==> src/rtl/keypad_scanner.sv <==
// rtl/keypad_scanner.sv - 4x4 active-low matrix keypad scanner with row sync, debounce and key encode
module keypad_scanner #(
    parameter int SCAN_DIV     = 1000,
    parameter int DEBOUNCE_CNT = 20000
) (
    input  logic        clk,
    input  logic        rst_n,
    input  logic [3:0]  row,
    output logic [3:0]  col,
    output logic [31:0] number,
    output logic        pressed,
    output logic        key_strobe
);

    localparam int DWELL_W = $clog2(SCAN_DIV);
    localparam int DEB_W   = $clog2(DEBOUNCE_CNT);
    localparam logic [DWELL_W-1:0] DWELL_LAST = DWELL_W'(SCAN_DIV - 1);
    localparam logic [DEB_W-1:0]   DEB_LAST   = DEB_W'(DEBOUNCE_CNT - 1);

    typedef enum logic [1:0] {
        SCAN,
        DEBOUNCE,
        PRESSED,
        RELEASE
    } state_t;

    state_t             state;
    logic [1:0]         idx;
    logic [DWELL_W-1:0] dwell;
    logic [DEB_W-1:0]   deb_cnt;
    logic [1:0]         row_sel;
    logic [3:0]         row_meta;
    logic [3:0]         row_s;
    logic [3:0]         code_q;
    logic               sel_high;

    function automatic logic [3:0] key_code(input logic [1:0] r, input logic [1:0] c);
        logic [3:0] k;
        case ({r, c})
            4'b00_00: k = 4'd1;
            4'b00_01: k = 4'd2;
            4'b00_10: k = 4'd3;
            4'b00_11: k = 4'd10;
            4'b01_00: k = 4'd4;
            4'b01_01: k = 4'd5;
            4'b01_10: k = 4'd6;
            4'b01_11: k = 4'd11;
            4'b10_00: k = 4'd7;
            4'b10_01: k = 4'd8;
            4'b10_10: k = 4'd9;
            4'b10_11: k = 4'd12;
            4'b11_00: k = 4'd14;
            4'b11_01: k = 4'd0;
            4'b11_10: k = 4'd15;
            default:  k = 4'd13;
        endcase
        return k;
    endfunction

    // Lowest-index active row wins when several rows in one column are low.
    function automatic logic [1:0] lowest_low(input logic [3:0] v);
        logic [1:0] r;
        if (!v[0])      r = 2'd0;
        else if (!v[1]) r = 2'd1;
        else if (!v[2]) r = 2'd2;
        else            r = 2'd3;
        return r;
    endfunction

    assign col      = ~(4'b0001 << idx);
    assign number   = {28'd0, code_q};
    assign sel_high = row_s[row_sel];

    always_ff @(posedge clk) begin
        if (!rst_n) begin
            state      <= SCAN;
            idx        <= 2'd0;
            dwell      <= '0;
            deb_cnt    <= '0;
            row_sel    <= 2'd0;
            row_meta   <= 4'b1111;
            row_s      <= 4'b1111;
            code_q     <= 4'd0;
            pressed    <= 1'b0;
            key_strobe <= 1'b0;
        end else begin
            row_meta   <= row;
            row_s      <= row_meta;
            key_strobe <= 1'b0;
            case (state)
                SCAN: begin
                    if (dwell == DWELL_LAST) begin
                        dwell <= '0;
                        if (&row_s) begin
                            idx <= idx + 2'd1;
                        end else begin
                            row_sel <= lowest_low(row_s);
                            deb_cnt <= '0;
                            state   <= DEBOUNCE;
                        end
                    end else begin
                        dwell <= dwell + 1'b1;
                    end
                end
                DEBOUNCE: begin
                    if (sel_high) begin
                        idx   <= idx + 2'd1;
                        dwell <= '0;
                        state <= SCAN;
                    end else if (deb_cnt == DEB_LAST) begin
                        code_q     <= key_code(row_sel, idx);
                        pressed    <= 1'b1;
                        key_strobe <= 1'b1;
                        state      <= PRESSED;
                    end else begin
                        deb_cnt <= deb_cnt + 1'b1;
                    end
                end
                PRESSED: begin
                    // Column stays parked on the held key, so other keys cannot roll over.
                    if (sel_high) begin
                        deb_cnt <= '0;
                        state   <= RELEASE;
                    end
                end
                RELEASE: begin
                    if (!sel_high) begin
                        state <= PRESSED;
                    end else if (deb_cnt == DEB_LAST) begin
                        pressed <= 1'b0;
                        idx     <= idx + 2'd1;
                        dwell   <= '0;
                        state   <= SCAN;
                    end else begin
                        deb_cnt <= deb_cnt + 1'b1;
                    end
                end
                default: state <= SCAN;
            endcase
        end
    end

endmodule

==> config.mk <==
export PLATFORM = sky130hd
export DESIGN_NAME = keypad_scanner
export DESIGN_NICKNAME = d
export VERILOG_FILES = /design/src/rtl/keypad_scanner.sv
export SDC_FILE = /design/constraint.sdc
export NUM_CORES = 1
export LEC_CHECK = 0
export CAP_MARGIN = 5
export CORE_MARGIN = 8
export CORE_UTILIZATION = 30
export CTS_BUF_LIST = sky130_fd_sc_hd__clkbuf_16
export DETAILED_ROUTE_END_ITERATION = 10
export DONT_BUFFER_PORTS = 1
export PLACE_DENSITY_LB_ADDON = 0.25
export SYNTH_ARGS = -nofsm -noshare
export SYNTH_HDL_FRONTEND = slang
export SYNTH_SLANG_ARGS = --single-unit
==> constraint.sdc <==
create_clock -name clk -period 2.8 [get_ports clk]
set_input_delay 0.28 -clock clk [delete_from_list [all_inputs] [get_ports clk]]
set_output_delay 0.28 -clock clk [all_outputs]
set_load 0.02 [all_outputs]
After elaboration in Yosys (flattened, before gate mapping)

Memory sizes are Yosys's and may differ from the RTL's. A register that Yosys moved wholly into a read port is not among the register bits.
Cells that the tools add are included.

$add $sub $neg: 3
Bitwise logic cells: 5
Eq/ne operators: 16
Shift operators: 1
Mux-type cells: 37
Reduce and logical (&&, ||, !) cells: 13
Order comparisons: 1

Operator list:

| operator              | number |
|---|---|
| $mux 15               | 6 |
| $pmux 15 s4           | 1 |
| $mux 10               | 4 |
| $pmux 10 s3           | 1 |
| $mux 2                | 14 |
| $ne 2x2->1 const B    | 9 |
| $add 15x1->15 const B | 1 |
| $eq 15x15->1 const B  | 1 |
| $reduce_and 5->1      | 3 |
| $add 10x1->10 const B | 1 |
| $eq 10x10->1 const B  | 1 |
| $pmux 2 s4            | 1 |
| $reduce_and 4->1      | 2 |
| $mux 1                | 7 |
| $ne 3x3->1 const B    | 2 |
| $pmux 2 s3            | 1 |
| $reduce_and 3->1      | 2 |
| $reduce_and 6->1      | 1 |
| $eq 2x2->1 const B    | 2 |
| $not 1->1             | 4 |
| $not 4->4             | 1 |
| $shl 1x2->4 const A   | 1 |
| $lt 2x3->1 const B    | 1 |
| $reduce_bool 3->1     | 1 |
| other kinds (8)       | 8 |

Bits in read-only memories: 64
Memories kept: 1
Input bits: 6
Logic and storage cells: 86
Output and inout port bits: 38
Bits in registers: 41

Memory list:

| name            | depth | width | read ports | clocked after memory_dff | write ports | RTL line | RTL |
|---|---|---|---|---|---|---|---|
| (no name shown) | 16    | 4     | 1          | 1                        | 0           | 39       | `case ({r, c})` |

Depth between registers and ports, before layout

Depth in word-level cells: 4
Mapped depth: 8

Worst setup path after synthesis

OpenSTA, ideal clock, no wires.

Path type: reg2reg
Start: register dwell[0]
End: register deb_cnt[7]
Library setup time: 0.070 ns
Arrival: 2.154 ns
Period minus slack after synthesis: 2.224 ns
Slack: 0.576 ns
Stages on the path, launching flop included: 8
Cells stage by stage: dfxtp_1 ha_1 nand3_1 o41a_1 or3_4 buf_6 or4_1 a21oi_1

Longest elaborated chain between the ends: 3

RTL lines:

| what                       | RTL line | RTL |
|---|---|---|
| start, declared            | 29       | `logic [DWELL_W-1:0] dwell;` |
| start signal, assigned     | 102      | `dwell <= dwell + 1'b1;` |
| $eq 10x10->1               | 92       | `if (dwell == DWELL_LAST) begin` |
| $ne 2x2->1 (no line)       | -        |  |
| $reduce_and 5->1 (no line) | -        |  |
| end signal, assigned       | 116      | `deb_cnt <= deb_cnt + 1'b1;` |
| end signal, assigned       | 135      | `deb_cnt <= deb_cnt + 1'b1;` |
| end, declared              | 30       | `logic [DEB_W-1:0] deb_cnt;` |

No other way between the ends.
A chain may end at the register's enable or synchronous reset.

Final worst setup path

Start: register dwell[0]
End: register deb_cnt[12]

The elaborated chain is that of the path after synthesis.

==> flow_summary.toml <==
[logic_synthesis]
synth_edf_count = 0
synthArstFlopShare_pct = 0
ys_ff_latch = 45
synth_cell_type_count = 59
netlist_instances = 306
synth_seq_area_share_pct = 34.1
syn_area_um2 = 2640
avgSynthCellArea_um2 = 8.64
yosys_warnings = 0
synth_ff_type = "dfxtp_1"

[critical_path]
required_ns = 3.00
timing.rr.start = "dwell[0]"
worst_setup_path_start_kind = "flop"
worstPathMaxFanout = 11
reg2reg_slack_ns = 0.35
crit_end = "deb_cnt[12]"
r2r-end = "deb_cnt[12]"
reg2reg_depth = 6
crit_type = "flop to flop"
arrival_ns = 2.66
startpoint = "dwell[0]"
endpoint_kind = "flop"

[power]
p_leak_nw = 1.01
power_w = 0.00128
p_per_area_nw_per_um2 = 466
peakVddDrop_uv = 240

[die]
die_y_um = 110
dieArea_um2 = 12100
fp.dieW_um = 110
core_um2 = 8640
io_pins = 44
rows = 34
start_util_pct = 30.6

[cts]
cts_inserted_buffers = 5
cts_resized = 0
clk_latency_ns = 0.28
cts-root-buf = "clkbuf_16"
clockBufferDepth = 2
hold_buffers = 0
htree_levels = 2
clk_pin_slew_worst_paths_ns = 0.06
cts_tree = "built"
clock_sinks = 45
post_cts.repair.setup_buffers = 0

[routing]
vias_per_cell = 4.93
firstDrtPassIters = 4
route.detailed.drc = 0
wl_um = 5580
ant_nets = 0
vias = 2028
wl_per_cell_um = 13.6
drt_iter0_drc = 126

[final_layout]
multi_input_area_um2 = 1470
regArea_um2 = 901
final_core_util_pct = 31.9
num-fill-cells = 923
fin_nets = 316
syn2layout_area_growth_pct = 4.12
drive_above_1_share_pct = 8.91
antennaDiodeCount = 0

[place]
portBuffers = 0
gp_congestion = 0.766
hpwl_um = 4000

[global_route]
grt_pass1_vias = 1888
antenna_found_initial = 0
gr-total-overflow = 0
grt_pass1_wl_um = 9320
grt_usage_pct = 9.69
grt_max_degree = 28

[sta]
slew_headroom_pct = 39.2
rsz0062_at_grt = "false"
setup_viol = 0
hold_viol = 0
drv_slew = 0
timing.setup.tns_ns = 0
finalClockSkew_ns = 0.00357
fmaxAchievable_mhz = 407
min_period_over_period_pct = 87.7
fin_crit_ns = 2.45
worstMarginPinSlew_ns = 0.911

[flow_run]
cap_violations = 0

[hold_path]
worstHoldStart = "rst_n"
hold_path.class = "input pin to flop"

[status]
status = "finished clean"
## layer usage
metal	wire length [um]	vias to the layer above	global-route usage [%]
met1	2660	953	12.4
met3	247	4	3.05
met5	0	-	0
met4	80	0	3.86
li1	-	1043	-
met2	2590	28	14.8
## flip-flops by register name (all words and copies together) (netlist names), named ones only
register,cells
key_strobe,1
code_q,4
row_sel,2
row_s,4
pressed,1
deb_cnt,15
dwell,10
row_meta,4
state,1
idx,2
## cell families after synthesis
group	Yosys count	share of synthesized area, %
fa+ha+maj	8	3.79
flops	45	34.1
other cells	1	0.142
mux	11	5.30
simple gates	115	25.9
compound gates	67	16.8
buf+inv	59	14.1
## how the worst min path moves through the flow
stage | end | slack, ns | cells after the start
floorplan | row_s[2] | 0.35 | 1
global placement | row_meta[0] | 0.36 | 1
detailed placement | row_meta[2] | 0.36 | 1
CTS | row_meta[2] | 0.06 | 1
global route | row_s[3] | 0.05 | 1
finish | row_meta[1] | 0.07 | 1
## area by class of cell
type,instances,share of cell area (%)
clock buffers,5,4.55
clock inverters,3,0.500
inverters,14,1.91
multi-input cells,229,53.5
flip-flops and latches,45,32.7
well taps,108,4.91
repair buffers,7,1.91
## stage by stage
step | worst slack (ns) | instances | hold slack (ns) | instance area, um2
2_1_floorplan | 0.576 | 333 | 0.353 | 2740
3_3_place_gp | 0.420 | 403 | 0.358 | 2610
3_5_place_dp | 0.354 | 403 | 0.359 | 2610
4_1_cts | 0.327 | 411 | 0.0618 | 2750
5_1_grt | 0.177 | 411 | 0.0542 | 2750
6_report | 0.345 | 411 | 0.0677 | 2750
## critical path, stage by stage (launching register included)
cell and delay, ns:
dfxtp_1 0.36, ha_1 0.22, nand3_1 0.19, o41a_1 0.41
or3_1 0.53, or4_1 0.51, a21oi_1 0.15
## cells in the mapped netlist, types with 2 or more instances
| cell type | count | area (um2) |
|---|---|---|
| dfxtp_1 | 45 | 901 |
| buf_4 | 30 | 225 |
| nand2_1 | 25 | 93.8 |
| a21oi_1 | 18 | 90.1 |
| inv_1 | 14 | 52.6 |
| nor2_1 | 14 | 52.6 |
| nand3_1 | 13 | 65.1 |
| o31ai_1 | 12 | 90.1 |
| nand2b_1 | 11 | 68.8 |
| or4_1 | 11 | 82.6 |
| o21ai_0 | 10 | 50.1 |
| ha_1 | 8 | 100 |
| clkbuf_1 | 7 | 26.3 |
| a31oi_1 | 5 | 31.3 |
| and3_1 | 5 | 31.3 |
| mux2i_1 | 5 | 50.1 |
| nor3b_1 | 5 | 37.5 |
| nand4_1 | 4 | 25.0 |
| or3_1 | 4 | 25.0 |
| nor3_1 | 3 | 15.0 |
| nor4b_1 | 3 | 26.3 |
| o211ai_1 | 3 | 22.5 |
| o21a_1 | 3 | 22.5 |
| a211oi_1 | 2 | 15.0 |
| a21boi_0 | 2 | 15.0 |
| and2_1 | 2 | 12.5 |
| and4_1 | 2 | 17.5 |
| buf_2 | 2 | 10.0 |
| buf_6 | 2 | 22.5 |
| mux2_1 | 2 | 22.5 |
| mux2_2 | 2 | 22.5 |
| mux4_2 | 2 | 45.0 |
| nor4_1 | 2 | 12.5 |
| o211a_1 | 2 | 20.0 |
| or2_2 | 2 | 12.5 |
## cell usage in the layout (no fill, tap or decap), drive strengths merged, types with 5 or more instances in the layout
cell and n:
a21oi 18, a31oi 5, and3 5, buf 7, clkbuf 5, conb 28
dfxtp 45, ha 8, inv 15, mux2i 5, nand2 26, nand2b 11
nand3 13, nor2 14, nor3b 5, o21ai 10, o31ai 12, or3 5
or4 11
## power breakdown
group,total [W],internal [W],switching (W)
Sequential,0.000656,0.000649,0.00000629
Clock,0.000566,0.000324,0.000241
Combinational,0.0000622,0.0000132,0.0000490
No activity file was read; power rests on OpenSTA's default activity.
==> patch: new RTL, config.mk and constraints unchanged <==
Encoding of `state_t`: now one-hot (4 bits for 4 states).
--- a/src/rtl/keypad_scanner.sv
+++ b/src/rtl/keypad_scanner.sv
@@ -17,11 +17,11 @@
     localparam logic [DWELL_W-1:0] DWELL_LAST = DWELL_W'(SCAN_DIV - 1);
     localparam logic [DEB_W-1:0]   DEB_LAST   = DEB_W'(DEBOUNCE_CNT - 1);
 
-    typedef enum logic [1:0] {
-        SCAN,
-        DEBOUNCE,
-        PRESSED,
-        RELEASE
+    typedef enum logic [3:0] {
+        SCAN     = 4'b0001,
+        DEBOUNCE = 4'b0010,
+        PRESSED  = 4'b0100,
+        RELEASE  = 4'b1000
     } state_t;
 
     state_t             state;
Function: same outputs for any inputs over 10 cycles, from zero or initial values and one cycle with rst_n low; not proved beyond that.
==> patch against the unedited design <==
- cell count up 11%
- clock skew up 5.0 ps
- utilization about the same
- cell area up 11%
- sequential cell count up 2
- wire length up 13%
- largest cell class unchanged
- area after synthesis up 9.6%
- critical path type unchanged
- critical endpoint is now deb_cnt[9]
- first-iteration DRC count down 5.6%
- synthesized cell count up 8.2%
- critical path depth unchanged
- worst setup slack better by 54 ps
- non-clock buffer count down 1
- maximum frequency up 2.2%
Power is not compared: it rests on default switching activity, and its combinational part moved more than twofold at a synthesized area within 25%.
==> patch: results (changes against the unedited design) <==
Finish
  – Fillers: 1006 (+9.0%)
  – Antenna cells: 0 (unchanged)
  – Share of layout cells above drive strength 1: 0.108 (+0.0189)
  – Layout Nets: 337 (+6.6%)

Placement
  – Pre-CTS setup slack: 377 ps (+23.2 ps)
  – Routability cong.: 0.782 (+2.1%)
  – Post-place instance area: 2890 um^2 (+11%)
  – HPWL after detailed placement: 4.44 mm (+11%)

Critical path
  – Kind of cell adding the most delay to the critical path: multiplexers
  – CP peak stage delay: 700 ps (+170 ps)
  – Reg2Reg Depth: 6 (unchanged)
  – Slowest CP cell: mux4_2
  – R2R setup slack: 400 ps (+50 ps)
  – Arrival time at the worst endpoint: 2600 ps (-60 ps)
  – Worst-path fanout max: 15 (+4)

Clock tree
  – Clock H-tree levels: 2 (unchanged)
  – Root buffer cell: clkbuf_16
  – Clock buffer depth: 2 (unchanged)
  – Setup Buffers After CTS: 0 (unchanged)
  – Inserted Clock Buffers: 5 (unchanged)

Status
  – Status: complete, no violations

Global routing
  – Largest net degree at the start of global routing: 29 (+3.6%)
  – Vias in the first global route: 2051 (+8.6%)
  – First-pass GRT wire length: 10.5 mm (+12%)
  – Initial antenna violation count: 0 (unchanged)
  – Overall routing resource usage: 0.0974 (+0.000497)

Logic synthesis
  – Seq/Total Area, Yosys: 0.325 (-0.0161)
  – Netlist cell types: 67 (+14%)
  – Most frequent cells after synthesis: 47 x dfxtp_1, 30 x buf_4, 28 x nand2_1
  – Synth top area cells: dfxtp_1 32%, buf_4 7.8%, nand2_1 3.6%

Route
  – Via density: 4.93 (about the same)
  – Iter 0 DRT Violations: 119 (-5.6%)
  – WL final: 6.30 mm (+13%)

STA
  – Slew Limit Headroom: 0.603 (+0.211)
  – Final min period: 2400 ps (-53.9 ps)
  – Hold slack: 63.6 ps (-4.05 ps)
  – Worst clock skew: 8.62 ps (+5.05 ps)

Worst hold path
  – WHS Path Cells: 1 (unchanged)
-- patch: changes by cell type after synthesis, moves of 4 or more --
cell	before	now
mux2i_1	5	10
nand3_1	13	6
nand4_1	4	8
inv_1	14	8
buf_2	2	8
a221oi_2	0	5
or4_1	11	5
nor2b_1	0	4
o31ai_1	12	5
-- patch: path summary, 6_finish.rpt --
check / end / start
setup / recovery: deb_cnt[9] / row_sel[1]
hold / removal: row_meta[3] / rst_n
hold reg to reg: row_s[0] / row_meta[0]
setup reg to reg: deb_cnt[9] / row_sel[1]
-- patch: area by class of cell --
class,count,area (um^2),share of cell area
Inverter,9,33.8,0.0110
Sequential cell,47,941,0.307
Multi-Input combinational cell,254,1710,0.557
Clock buffer,5,125,0.0409
Timing Repair Buffer,6,45.0,0.0147
Tap cell,133,166,0.0544
Clock inverter,3,43.8,0.0143
-- patch: cells by family after synthesis --
| family | share of synthesized area |
|---|---|
| other cells | 0.00129 |
| compound gates | 0.209 |
| mux | 0.0540 |
| buf+inv | 0.121 |
| simple gates | 0.249 |
| xor+xnor | 0.00605 |
| fa+ha+maj | 0.0346 |
| flops | 0.325 |
-- patch: power by group --
part	switching, mW	internal (mW)	total, mW	leakage (nW)
clock network	0.265	0.421	0.687	0.0838
logic	0.488	0.277	0.764	0.573
registers	0.0872	0.716	0.804	0.382
total	0.840	1.41	2.25	1.04
-- patch: through the flow --
step	power (mW)	instances
floorplan	1.48	358
global placement	1.58	449
detailed placement	1.58	449
CTS	2.27	457
global route	2.39	457
finish	2.25	457
-- patch: per-layer routing --
metal | up-vias | part of all wire | GRT usage
met5 | - | 0 | 0
met3 | 5 | 0.036 | 0.0222
li1 | 1148 | - | -
met1 | 1072 | 0.50 | 0.138
met4 | 0 | 0.0068 | 0.0266
met2 | 28 | 0.46 | 0.144
-- patch: worst reg2reg max path, cell delays in order (launching register included) --
cell,delay [ps]
dfxtp_1,500
mux4_2,700
mux2i_1,320
a21boi_2,260
a2111oi_4,50
buf_4,230
a221oi_1,250
